### src/rtl/atm_txn_controller.sv
`timescale 1ns/1ps
// atm_txn_controller
//   Transaction sequencer for the ATM balance datapath. Turns debounced
//   deposit/withdraw button levels into exactly one validated,
//   saturation-checked balance update per press.
//
//   Optional feature macro: ATM_WD_LIMIT_EN
//     defined   - cumulative withdrawal total since reset is tracked and any
//                 withdrawal that would push it past WD_LIMIT is rejected.
//     undefined - withdrawals are limited only by the balance.
//
// Ports
//   clk       in   1      system clock
//   reset     in   1      asynchronous active-low reset
//   dep_req   in   1      debounced deposit button level
//   wd_req    in   1      debounced withdraw button level
//   sw        in   6      one-hot bill select: $1,$5,$10,$20,$50,$100
//   balance   out  WIDTH  committed balance
//   busy      out  1      high whenever the FSM is not IDLE
//   led_bill  out  1      invalid bill selection
//   led_ovf   out  1      deposit rejected (would overflow)
//   led_unf   out  1      withdrawal rejected (funds or limit)
module atm_txn_controller #(
    parameter int WIDTH    = 8,
    parameter int ERR_HOLD = 50_000_000,
    parameter int WD_LIMIT = 200
) (
    input  logic             clk,
    input  logic             reset,
    input  logic             dep_req,
    input  logic             wd_req,
    input  logic [5:0]       sw,
    output logic [WIDTH-1:0] balance,
    output logic             busy,
    output logic             led_bill,
    output logic             led_ovf,
    output logic             led_unf
);

    localparam int TW = $clog2(ERR_HOLD + 1);
    localparam logic [TW-1:0] HOLD = TW'(ERR_HOLD);

    // Elaboration-time sanity check on the configuration.
    if (ERR_HOLD < 1 || WD_LIMIT < 0) begin : g_bad_param
        $error("atm_txn_controller: ERR_HOLD must be >= 1 and WD_LIMIT >= 0");
    end

    typedef enum logic [2:0] {IDLE, CHECK, COMMIT, ERROR, RELEASE} state_t;

    state_t            r_state, w_state_nxt;
    logic              r_dep_lvl, r_dep_prev, r_wd_lvl, r_wd_prev;
    logic              r_op_wd;
    logic [WIDTH:0]    r_bill;
    logic [2:0]        r_err;     // {unf, ovf, bill}
    logic [2:0]        r_led;     // {unf, ovf, bill}
    logic [TW-1:0]     r_timer;
    logic [WIDTH-1:0]  r_balance;

    logic              w_dep_rise, w_wd_rise;
    logic [WIDTH:0]    w_bill;
    logic              w_bill_ok;
    logic [WIDTH:0]    w_dep_sum;
    logic              w_over_limit;
    logic [2:0]        w_err;

    // Two-stage edge detect: the first stage is the registered copy of the
    // level, the second its previous value. This places the CHECK decision
    // two edges after the press is sampled and the commit on the third.
    assign w_dep_rise = r_dep_lvl & ~r_dep_prev;
    assign w_wd_rise  = r_wd_lvl  & ~r_wd_prev;

    always_comb begin
        w_bill    = '0;
        w_bill_ok = 1'b1;
        case (sw)
            6'b000001: w_bill = (WIDTH+1)'(1);
            6'b000010: w_bill = (WIDTH+1)'(5);
            6'b000100: w_bill = (WIDTH+1)'(10);
            6'b001000: w_bill = (WIDTH+1)'(20);
            6'b010000: w_bill = (WIDTH+1)'(50);
            6'b100000: w_bill = (WIDTH+1)'(100);
            default:   w_bill_ok = 1'b0;
        endcase
    end

    // Carry out of the (WIDTH+1)-bit sum is exactly "exceeds 2**WIDTH-1".
    assign w_dep_sum = {1'b0, r_balance} + w_bill;

`ifdef ATM_WD_LIMIT_EN
    logic [WIDTH:0]   r_wd_total;
    logic [WIDTH+1:0] w_total_chk, w_total_cmt;
    assign w_total_chk  = {1'b0, r_wd_total} + {1'b0, w_bill};
    assign w_total_cmt  = {1'b0, r_wd_total} + {1'b0, r_bill};
    assign w_over_limit = (w_total_chk > (WIDTH+2)'(WD_LIMIT));

    always_ff @(posedge clk or negedge reset) begin
        if (!reset)
            r_wd_total <= '0;
        else if (r_state == COMMIT && r_op_wd)
            r_wd_total <= w_total_cmt[WIDTH+1] ? '1 : w_total_cmt[WIDTH:0];
    end
`else
    assign w_over_limit = 1'b0;
`endif

    // Bill validity takes precedence; ovf/unf only apply to a valid bill.
    always_comb begin
        w_err = 3'b000;
        if (!w_bill_ok)
            w_err = 3'b001;
        else if (!r_op_wd && w_dep_sum[WIDTH])
            w_err = 3'b010;
        else if (r_op_wd && ((w_bill > {1'b0, r_balance}) || w_over_limit))
            w_err = 3'b100;
    end

    always_ff @(posedge clk or negedge reset) begin
        if (!reset) r_state <= IDLE;
        else        r_state <= w_state_nxt;
    end

    always_comb begin
        w_state_nxt = r_state;
        case (r_state)
            IDLE:    if (w_dep_rise || w_wd_rise) w_state_nxt = CHECK;
            CHECK:   w_state_nxt = (w_err != 3'b000) ? ERROR : COMMIT;
            COMMIT:  w_state_nxt = RELEASE;
            ERROR:   if (r_timer == HOLD) w_state_nxt = RELEASE;
            RELEASE: if (!dep_req && !wd_req) w_state_nxt = IDLE;
            default: w_state_nxt = IDLE;
        endcase
    end

    always_ff @(posedge clk or negedge reset) begin
        if (!reset) begin
            r_dep_lvl  <= 1'b0;
            r_dep_prev <= 1'b0;
            r_wd_lvl   <= 1'b0;
            r_wd_prev  <= 1'b0;
            r_op_wd    <= 1'b0;
            r_bill     <= '0;
            r_err      <= 3'b000;
            r_led      <= 3'b000;
            r_timer    <= '0;
            r_balance  <= '0;
        end else begin
            r_dep_lvl  <= dep_req;
            r_dep_prev <= r_dep_lvl;
            r_wd_lvl   <= wd_req;
            r_wd_prev  <= r_wd_lvl;
            case (r_state)
                // Deposit wins a simultaneous rise.
                IDLE: if (w_dep_rise || w_wd_rise) r_op_wd <= ~w_dep_rise;
                // Bill is captured here so later switch changes are ignored.
                CHECK: begin
                    r_bill  <= w_bill;
                    r_err   <= w_err;
                    r_timer <= '0;
                end
                COMMIT: begin
                    if (r_op_wd) r_balance <= r_balance - r_bill[WIDTH-1:0];
                    else         r_balance <= r_balance + r_bill[WIDTH-1:0];
                end
                // LED lights on the first ERROR edge (where a commit would
                // have landed) and stays for ERR_HOLD cycles.
                ERROR: begin
                    if (r_timer == HOLD) begin
                        r_led   <= 3'b000;
                        r_timer <= '0;
                    end else begin
                        if (r_timer == '0) r_led <= r_err;
                        r_timer <= r_timer + 1'b1;
                    end
                end
                default: ;
            endcase
        end
    end

    assign balance  = r_balance;
    assign busy     = (r_state != IDLE);
    assign led_bill = r_led[0];
    assign led_ovf  = r_led[1];
    assign led_unf  = r_led[2];

endmodule

### config.mk
export PLATFORM = sky130hd
export DESIGN_NAME = atm_txn_controller
export DESIGN_NICKNAME = d
export VERILOG_FILES = /design/src/rtl/atm_txn_controller.sv
export SDC_FILE = /design/constraint.sdc
export NUM_CORES = 1
export LEC_CHECK = 0
export CORE_MARGIN = 10
export CORE_UTILIZATION = 32
export CTS_BUF_LIST = sky130_fd_sc_hd__clkbuf_8
export DETAILED_ROUTE_END_ITERATION = 12
export DONT_BUFFER_PORTS = 1
export GPL_TIMING_DRIVEN = 0
export MAX_ROUTING_LAYER = met4
export SYNTH_ARGS = -nofsm -noshare
export SYNTH_HDL_FRONTEND = slang
export SYNTH_SLANG_ARGS = --single-unit
### constraint.sdc
create_clock -name clk -period 3.03 [get_ports clk]
set_clock_uncertainty 0.2 [all_clocks]
set_input_delay 0.606 -clock clk [delete_from_list [all_inputs] [get_ports clk]]
set_output_delay 0.606 -clock clk [all_outputs]
set_load 0.1 [all_outputs]
==> results of run 1 <==
-- power groups by stage --
stage	sequential [mW]	combinational, mW	clock, mW
CTS	1.46	1.34	0.595
detailed placement	1.47	1.31	0
finish	1.45	1.34	0.577
floorplan	1.41	1.06	0
global placement	1.47	1.27	0
global route	1.48	1.52	0.627
-- synth_stat cells, types with 5 or more instances --
cell type  instances  area, µm²
buf_2              6       30.0
ha_1              26        325
mux2_2             7       78.8
nand2_1           42        158
and3_1             6       37.5
a31oi_1           18        113
nor4_1             5       31.3
xor2_1             7       61.3
xnor2_1           10       87.6
nand4_1            7       43.8
o21ai_1           13       65.1
nand2b_1           7       43.8
nor2_1            28        105
nand3_1           13       65.1
clkbuf_1          12       45.0
dfrtp_1           55       1380
o31ai_1            5       37.5
o21ai_0           33        165
inv_1             26       97.6
a21oi_1           18       90.1
-- worst reg2reg max path, stage by stage (launching register included) --
cell	delay, ns
dfrtp_1	0.81
inv_1	0.19
ha_1	0.19
inv_1	0.05
fa_1	0.41
a21o_1	0.18
a21oi_1	0.21
o21bai_1	0.09
a21oi_1	0.17
xor2_1	0.17
o21ai_0	0.10
-- layer usage --
layer	part of all wire	routed length, µm	GRT usage
met1	0.50	4120	0.142
met4	0.014	116	0.0298
met2	0.43	3570	0.158
met5	0	0	-
met3	0.059	492	0.0345
-- path summary, 6_finish.rpt --
kind / to / cells after the start / from / slack (ns)
setup / recovery: balance[6]$_DFFE_PN0P_ / 10 / balance[0]$_DFFE_PN0P_ / 0.13
hold / removal: r_wd_lvl$_DFF_PN0_ / 0 / wd_req / 0.11
setup reg to reg: balance[6]$_DFFE_PN0P_ / 10 / balance[0]$_DFFE_PN0P_ / 0.13
hold reg to reg: r_wd_prev$_DFF_PN0_ / 0 / r_wd_lvl$_DFF_PN0_ / 0.19
max in group asynchronous: balance[1]$_DFFE_PN0P_ / 2 / reset / 1.79
min in group asynchronous: balance[6]$_DFFE_PN0P_ / 2 / reset / 0.61
-- state kept, by name, summed over array words and instances (netlist names) --
signal / count
r_err: 3
r_op_wd: 1
r_dep_lvl: 1
r_wd_prev: 1
r_timer: 26
r_dep_prev: 1
r_state: 3
r_bill: 7
r_led: 3
balance: 8
r_wd_lvl: 1
-- what timing repair did --
item / in CTS / in global routing
resized for setup: 6 / 6
hold buffers: 2 / 0
pin swaps: 1 / 2
endpoints found under the hold margin: 55 / 0
setup endpoints to repair: 1 / 2
buffers inserted: 1 / 1
-- area by class of cell --
| cell class | count | area, µm² | area share |
|---|---|---|---|
| Buffer | 19 | 88.8 | 0.0227 |
| Clock buffer | 5 | 68.8 | 0.0176 |
| Clock inverter | 3 | 63.8 | 0.0163 |
| Inverter | 26 | 97.6 | 0.0249 |
| Multi-Input combinational cell | 296 | 1990 | 0.508 |
| Sequential cell | 55 | 1380 | 0.353 |
| Tap cell | 140 | 175 | 0.0448 |
| Timing Repair Buffer | 4 | 52.6 | 0.0134 |
-- cells by family (layout without fill, tap and decap cells) --
family,after synthesis,after routing,share of synthesized area
fa+ha+maj,27,27,0.0982
simple gates,132,132,0.195
mux,9,9,0.0281
buf+inv,45,57,0.0523
flops,55,55,0.391
compound gates,111,111,0.193
xor+xnor,17,17,0.0423
-- metrics by stage --
| stage | std cells | setup slack [ns] |
|---|---|---|
| CTS | 547 | 0.00710 |
| global placement | 536 | -0.424 |
| global route | 548 | -0.00427 |
| floorplan | 396 | 0.00394 |
| detailed placement | 536 | -0.555 |
| finish | 548 | 0.134 |
==> key figures, run 1 <==
Run status
  • Status: finished clean

STA
  • Slew Limit Headroom: 0.285
  • Final period util: 0.956
  • Fmax: approximately 0.35 GHz
  • # setup viols final: 0
  • Tmin final: 2.90 ns
  • Min Hold Slack: approximately 0.11 ns
  • Post-route setup TNS: 0 ns
  • Number of hold violations in the final report: 0
  • Slew @ Worst Pin: between 1 and 1.5 ns
  • Slew Limit Fails: 0

Finish
  • Antenna diodes: 0
  • Share of layout cells above drive strength 1: 0.108
  • Core Util, Final: 0.363
  • Fillers: around 1100
  • Most frequent cells in the layout: dfrtp_1, nand2_1, o21ai_0
  • Syn-to-layout area delta: 11.2%
  • Nets: approximately 440
  • Post-route cell area: a little under 4000 µm²
  • Most common cell after layout, fill and taps aside: dfrtp_1

Power and ir drop
  • Pwr per Cell Area: 862 nW/µm²
  • Combinational share of power: 0.398
  • Clock share of power: 0.171
  • Switching Power: roughly 1.7 mW
  • Static Leak: between 1.5 and 2 nW
  • Sequential share of power: 0.431
  • Total power: roughly 3.4 mW
  • Power Internal: about 1.7 mW
  • VDD IR-drop max: between 0.3 and 0.4 mV
  • Sw Ratio: 0.492

Worst setup path
  • Worst path bufs/invs: 2
  • Startpoint Class: flop
  • Worst Setup End Kind: flop
  • Crit path max-delay family: flip-flops
  • Critical path type: flop to flop
  • Delay of the slowest critical-path stage: 0.81 ns
  • Worst-path maximum fanout: 5
  • Crit-path slowest cell: dfrtp_1
  • CP required: just over 3 ns
  • Worst Path Arrival: ~2.9 ns
  • Cell Chain, Critical Path: inv_1 -> ha_1 -> inv_1 -> fa_1 -> a21o_1 -> a21oi_1 -> o21bai_1 -> a21oi_1 -> xor2_1 -> o21ai_0

GRT
  • GR Util All Layers: 0.109
  • First-pass GRT wire length: between 10000 and 15000 µm
  • Largest net degree at the start of global routing: 56
  • Initial antenna violation count: 0
  • Number of global-route vias before repair: around 2700
  • Remaining global-route overflow: 0

Drt
  • WL/cell: about 15 µm
  • Routed vias/inst: 5.22
  • Total wire length: ~8300 µm
  • Iteration count of the initial detailed-routing pass: 4
  • DRT iter0 DRCs: 140
  • DRT antenna net count: 0
  • Residual DRC: 0
  • Vias: ~2900

Clocking
  • Clock sinks: between 50 and 60
  • CTS tree: yes
  • Latest clock arrival within the worst-skew pair: approximately 0.32 ns
  • CTS buffer count: 5
  • Clk root buf: clkbuf_8
  • H-tree Lvls: 2
  • Reg clk slew, reported paths: 0.10 ns
  • Max clock buf depth: 2

Placed design
  • Post-DP HPWL: between 6000 and 7000 µm
  • DP Area: about 3700 µm²
  • GPL Wtd Cong: 0.847
  • I/O Buffers: 0

Synth
  • Synthesized area: 3520 µm²
  • Sequential cell area fraction in the yosys report: 0.391
  • Distinct cells, synth: 55
  • Total number of yosys warnings: 0
  • Commonest register cell after synthesis: dfrtp_1
  • Post-synth EDFFs: 0
  • Synth Net Count: 433
  • Mean Syn Cell Area: roughly 8.9 µm²
  • Seq cells post-synth: between 50 and 60
  • Syn Inst Count: 396
  • Share of flip-flops with an asynchronous set or reset: 1.00

Floorplanning
  • Die area: 15600 µm²
  • Rows: 38
  • Core region area: roughly 11000 µm²
  • Initial Utilization: 0.326
  • Num ports: 22
  • Die width: between 100 and 150 µm
  • Die H: 125 µm

Min path
  • HP Class: primary input to flop

Run
  • Max Cap Violations: 0
No activity file was read; power rests on OpenSTA's default activity.
==> inputs of run 2 (changes only) <==
Settings changed: RECOVER_POWER set to 100.
Clock period 3.03 ns to 3.4 ns, I/O delays scaled along.
==> key figures, run 2 (synthesis gave the netlist of run 1 again) <==
Finish
  • Nets: about 440
  • Sequential cell area: approximately 1400 µm²
  • Max reg flops: 26
  • Most frequent cells in the layout: dfrtp_1, nand2_1, o21ai_0
  • Most common cell after layout, fill and taps aside: dfrtp_1
  • Core Util, Final: 0.352
  • Fillers: 1110
  • Syn-to-layout area delta: 8.15%
  • Area of the multi-input gates: around 2000 µm²
  • Antenna diodes: 0
  • Share of layout cells above drive strength 1: 0.0691
  • Largest register by flop count: r_timer
  • Post-route cell area: approximately 3800 µm²

GRT
  • Largest net degree at the start of global routing: between 50 and 60
  • First-pass GRT wire length: 13800 µm
  • Remaining global-route overflow: 0
  • Number of global-route vias before repair: 2784
  • GR Util All Layers: 0.107
  • Initial antenna violation count: 0

Drt
  • Vias: approximately 2900
  • DRT iter0 DRCs: 153
  • Total wire length: about 8200 µm
  • WL/cell: roughly 15 µm
  • DRT antenna net count: 0
  • Routed vias/inst: roughly 5.3
  • Residual DRC: 0
  • Iteration count of the initial detailed-routing pass: 4

Clocking
  • CTS tree: yes
  • Latest clock arrival within the worst-skew pair: just over 0.3 ns
  • Clock sinks: 55
  • H-tree Lvls: 2
  • Max clock buf depth: 2
  • Reg clk slew, reported paths: roughly 0.090 ns
  • CTS buffer count: 5
  • Clk root buf: clkbuf_8

Run
  • Max Cap Violations: 0

STA
  • # setup viols final: 0
  • Slew Limit Fails: 0
  • Worst Setup Slack, final: ~0.23 ns
  • Slew @ Worst Pin: between 1 and 1.5 ns
  • Fmax: 0.315 GHz
  • Min Hold Slack: 0.188 ns
  • RSZ-0062 raised after global routing: false
  • Tmin final: 3.17 ns
  • Final period util: 0.933
  • Slew Limit Headroom: 0.0833
  • Number of hold violations in the final report: 0

Worst setup path
  • R2R Path End: r_state[0]$_DFFE_PN0P_
  • Worst-path maximum fanout: 7
  • Cell Chain, Critical Path: clkbuf_1 -> nor2_1 -> nand2_1 -> or3_1 -> o21ai_2 -> ha_1 -> and3_1 -> a221oi_1 -> o22ai_1 -> o211a_1 -> nor3b_2 -> o21ai_1
  • Delay of the slowest critical-path stage: just under 0.4 ns
  • Critical path type: primary input to flop
  • Crit-path slowest cell: or3_1
  • Startpoint Class: primary input
  • Worst Path Arrival: 3.15 ns
  • CP required: about 3.4 ns
  • Reg-to-reg startpoint: balance[2]$_DFFE_PN0P_
  • Reg2Reg Depth: 8
  • Critical Path Source: sw[4]
  • Flop-to-flop setup slack: 0.37 ns
  • Crit path to: r_state[0]$_DFFE_PN0P_
  • Worst Setup End Kind: flop

Floorplanning
  • Die area: roughly 16000 µm²
  • Initial Utilization: 0.326
  • Core region area: around 11000 µm²
  • Die width: ~120 µm
  • Num ports: 22
  • Die H: 125 µm
  • Rows: 38

Min path
  • HP Class: flop to flop

Power and ir drop
  • VDD IR-drop max: 0.339 mV
  • Pwr per Cell Area: 763 nW/µm²
  • Total power: 2.90 mW
  • Static Leak: around 1.6 nW

Run status
  • Status: finished clean

Placed design
  • I/O Buffers: 0
  • Setup Slack @ Placement: -0.456 ns
  • GPL Wtd Cong: about 0.82
  • Post-DP HPWL: roughly 6000 µm
  • DP Area: approximately 3700 µm²
[run 2: what timing repair did]
action,CTS,global route
resized for setup,1,3
setup endpoints to repair,1,1
buffers inserted,0,0
hold buffers,1,0
hold endpoints to repair,55,0
[run 2: routing by layer]
metal	vias to the layer above	wire length, µm	track usage
li1	1430	-	-
met2	64	3660	0.161
met5	-	0	-
met4	0	89	0.0298
met3	8	492	0.0281
met1	1374	3920	0.138
[run 2: critical path, delay by kind of cell]
kind	cells	cell delay, ns
simple gates	5	1.10
fa+ha+maj	1	0.28
buf+inv	1	0.18
compound gates	5	0.89
[run 2: through the flow]
stage               std cells  setup TNS, ns
finish                    545              0
floorplan                 396              0
global placement          536         -0.657
CTS                       545              0
global route              545              0
detailed placement        536         -0.679
[run 2: where the power goes]
group / internal, mW / leakage, nW / switching [mW] / total [mW]
registers: 0.752 / 0.730 / 0.540 / 1.29
logic: 0.458 / 0.853 / 0.700 / 1.16
clock network: 0.239 / 0.0612 / 0.214 / 0.453
total: 1.45 / 1.64 / 1.45 / 2.90
[run 2: layout make-up]
cell class / count / area share
Inverter: 26 / 0.0257
Clock inverter: 2 / 0.00921
Sequential cell: 55 / 0.362
Tap cell: 140 / 0.0461
Timing Repair Buffer: 1 / 0.00132
Clock buffer: 6 / 0.0217
Buffer: 19 / 0.0194
Multi-Input combinational cell: 296 / 0.515
[run 2: how the worst min path moves through the flow]
stage	slack, ns	to	cells past startpoint	from
after floorplan	0.15	r_dep_prev$_DFF_PN0_	0	r_dep_lvl$_DFF_PN0_
after global placement	0.17	r_wd_prev$_DFF_PN0_	0	r_wd_lvl$_DFF_PN0_
after detailed placement	0.17	r_wd_prev$_DFF_PN0_	0	r_wd_lvl$_DFF_PN0_
after CTS	0.02	balance[3]$_DFFE_PN0P_	1	reset
after global routing	0.17	r_wd_lvl$_DFF_PN0_	0	wd_req
final	0.19	r_wd_prev$_DFF_PN0_	0	r_wd_lvl$_DFF_PN0_
==> inputs of run 3 (changes only) <==
Clock period 3.4 ns to 4 ns, I/O delays scaled along.
==> key figures, run 3 (synthesis gave the netlist of run 1 again) <==
Floorplanning
  • Die width: around 120 µm
  • Die area: roughly 16000 µm²
  • Num ports: 22
  • Initial Utilization: 0.326
  • Rows: 38
  • Core region area: 10800 µm²
  • Die H: about 120 µm

Finish
  • Most common cell after layout, fill and taps aside: dfrtp_1
  • Share of layout cells above drive strength 1: 0.0593
  • Antenna diodes: 0
  • Post-Layout Cell Count: 545
  • Sequential cell area: ~1400 µm²
  • Largest register by flop count: r_timer
  • Most frequent cells in the layout: dfrtp_1, o21ai_0, nand2_1
  • Area of the multi-input gates: 1940 µm²
  • Fillers: between 1000 and 1500
  • Max reg flops: 26
  • Nets: between 400 and 500
  • Syn-to-layout area delta: 7.68%

Worst setup path
  • Cell Chain, Critical Path: clkbuf_1 -> xor2_1 -> o21ai_0 -> nor4_1 -> ha_1 -> and3_1 -> a221oi_1 -> o22ai_1 -> o211a_1 -> nor3b_1 -> o21ai_0
  • Delay of the slowest critical-path stage: just over 0.6 ns
  • Worst Path Arrival: between 3 and 4 ns
  • Worst-path maximum fanout: 8
  • Reg2Reg Depth: 8
  • Crit path to: r_state[0]$_DFFE_PN0P_
  • Critical path type: primary input to flop
  • Critical Path Source: sw[5]
  • Crit path top cell by count: o21ai_0
  • Worst Setup End Kind: flop
  • CP required: between 3 and 4 ns
  • Flop-to-flop setup slack: 0.91 ns
  • Reg-to-reg startpoint: balance[1]$_DFFE_PN0P_
  • Crit-path slowest cell: nor4_1
  • R2R Path End: r_state[0]$_DFFE_PN0P_
  • Startpoint Class: primary input

Drt
  • DRT antenna net count: 0
  • WL/cell: between 10 and 15 µm
  • Iteration count of the initial detailed-routing pass: 6
  • Wl on met1: 3850 µm
  • Residual DRC: 0
  • Max layer used: met4
  • Metal3 WL: roughly 550 µm
  • DRT iter0 DRCs: about 170
  • Vias: between 2000 and 3000
  • Total wire length: approximately 8000 µm
  • DR WL met2: between 3000 and 4000 µm
  • Routed vias/inst: 5.26

Min path
  • HP Class: flop to flop

Placed design
  • Setup Slack @ Placement: 0.0238 ns
  • GPL Wtd Cong: between 0.8 and 0.9
  • DP Cell Count: 536
  • Post-DP HPWL: just over 6000 µm
  • I/O Buffers: 0

STA
  • Worst Setup Slack, final: 0.408 ns
  • Slew Limit Headroom: -0.949
  • # setup viols final: 0
  • Post-route setup TNS: 0 ns
  • RSZ-0062 raised after global routing: false
  • Fmax: about 0.28 GHz
  • Final period util: 0.898
  • Slew Limit Fails: 56
  • Number of hold violations in the final report: 0
  • Tmin final: approximately 3.6 ns
  • Slew @ Worst Pin: ~2.9 ns

Clocking
  • Cts hold-fix bufs: 1
  • Post CTS Setup Buffer Count: 0
  • H-tree Lvls: 2
  • CTS tree: yes
  • Max clock buf depth: 2
  • Post-CTS sizing: 0
  • Latest clock arrival within the worst-skew pair: just over 0.3 ns
  • Clock sinks: 55
  • Reg clk slew, reported paths: approximately 0.090 ns
  • Clk root buf: clkbuf_8
  • CTS buffer count: 5

Power and ir drop
  • Power Internal: about 1.2 mW
  • Sequential share of power: 0.446
  • Switching Power: between 1 and 1.5 mW
  • Clock share of power: 0.156
  • Pwr per Cell Area: 651 nW/µm²
  • Sw Ratio: 0.501
  • Static Leak: ~1.6 nW
  • VDD IR-drop max: around 0.29 mV
  • Combinational share of power: 0.398

Run status
  • Status: complete, but fails checks
  • Failing checks: capacitance limit, slew limit

GRT
  • GR Util All Layers: 0.107
  • First-pass GRT wire length: about 14000 µm
  • Remaining global-route overflow: 0
  • Number of global-route vias before repair: between 2000 and 3000
  • Largest net degree at the start of global routing: 56
  • Initial antenna violation count: 0

Run
  • Max Cap Violations: 1
[run 3: cell types whose count changed in the layout (fill, tap and decap cells not counted)]
cell      delta
nor3b_2      -1
nor4_1       +1
o21ai_1      -1
clkbuf_2     -1
o21ai_0      +2
clkbuf_1     +1
nor3b_1      +1
nor4_2       -1
o21ai_2      -1
[run 3: power groups by stage]
stage,clock [mW],sequential [mW],combinational (mW)
global route,0.422,1.12,1.12
finish,0.385,1.10,0.982
CTS,0.395,1.10,1.00
global placement,0,1.11,0.963
floorplan,0,1.07,0.801
detailed placement,0,1.11,0.984
[run 3: worst min-delay path by stage]
stage,cells past startpoint,to,slack (ns),start
floorplan,0,r_dep_prev$_DFF_PN0_,0.15,r_dep_lvl$_DFF_PN0_
global placement,0,r_wd_prev$_DFF_PN0_,0.17,r_wd_lvl$_DFF_PN0_
detailed placement,0,r_wd_prev$_DFF_PN0_,0.17,r_wd_lvl$_DFF_PN0_
CTS,1,balance[3]$_DFFE_PN0P_,0.14,reset
global route,0,r_wd_prev$_DFF_PN0_,0.22,r_wd_lvl$_DFF_PN0_
finish,0,r_wd_prev$_DFF_PN0_,0.19,r_wd_lvl$_DFF_PN0_
[run 3: stage by stage]
| step | hold slack (ns) | power, mW | instance area [µm²] | util |
|---|---|---|---|---|
| floorplan | 0.155 | 1.87 | 3520 | - |
| global placement | 0.168 | 2.07 | 3690 | 0.342 |
| detailed placement | 0.171 | 2.10 | 3690 | 0.342 |
| CTS | 0.143 | 2.50 | 3840 | 0.356 |
| global route | 0.216 | 2.66 | 3790 | 0.351 |
| finish | 0.188 | 2.47 | 3790 | 0.351 |
[run 3: area by class of cell]
| type | instances | area share |
|---|---|---|
| Tap cell | 140 | 0.0463 |
| Clock inverter | 2 | 0.00925 |
| Timing Repair Buffer | 1 | 0.000991 |
| Clock buffer | 6 | 0.0218 |
| Sequential cell | 55 | 0.363 |
| Multi-Input combinational cell | 296 | 0.513 |
| Inverter | 26 | 0.0258 |
| Buffer | 19 | 0.0195 |
[run 3: layer usage]
metal,GRT usage,vias up
li1,-,1430
met1,0.138,1365
met4,0.0298,0
met2,0.160,62
met3,0.0281,8
met5,-,-
[run 3: critical path: cells and delay by family]
family | cells | cell delay [ns]
AOI/OAI and AO/OA | 5 | 0.88
xor gates and xnor gates | 1 | 0.17
adders and majority gates | 1 | 0.39
buffers and inverters | 1 | 0.26
and+or+nand+nor | 3 | 1.06
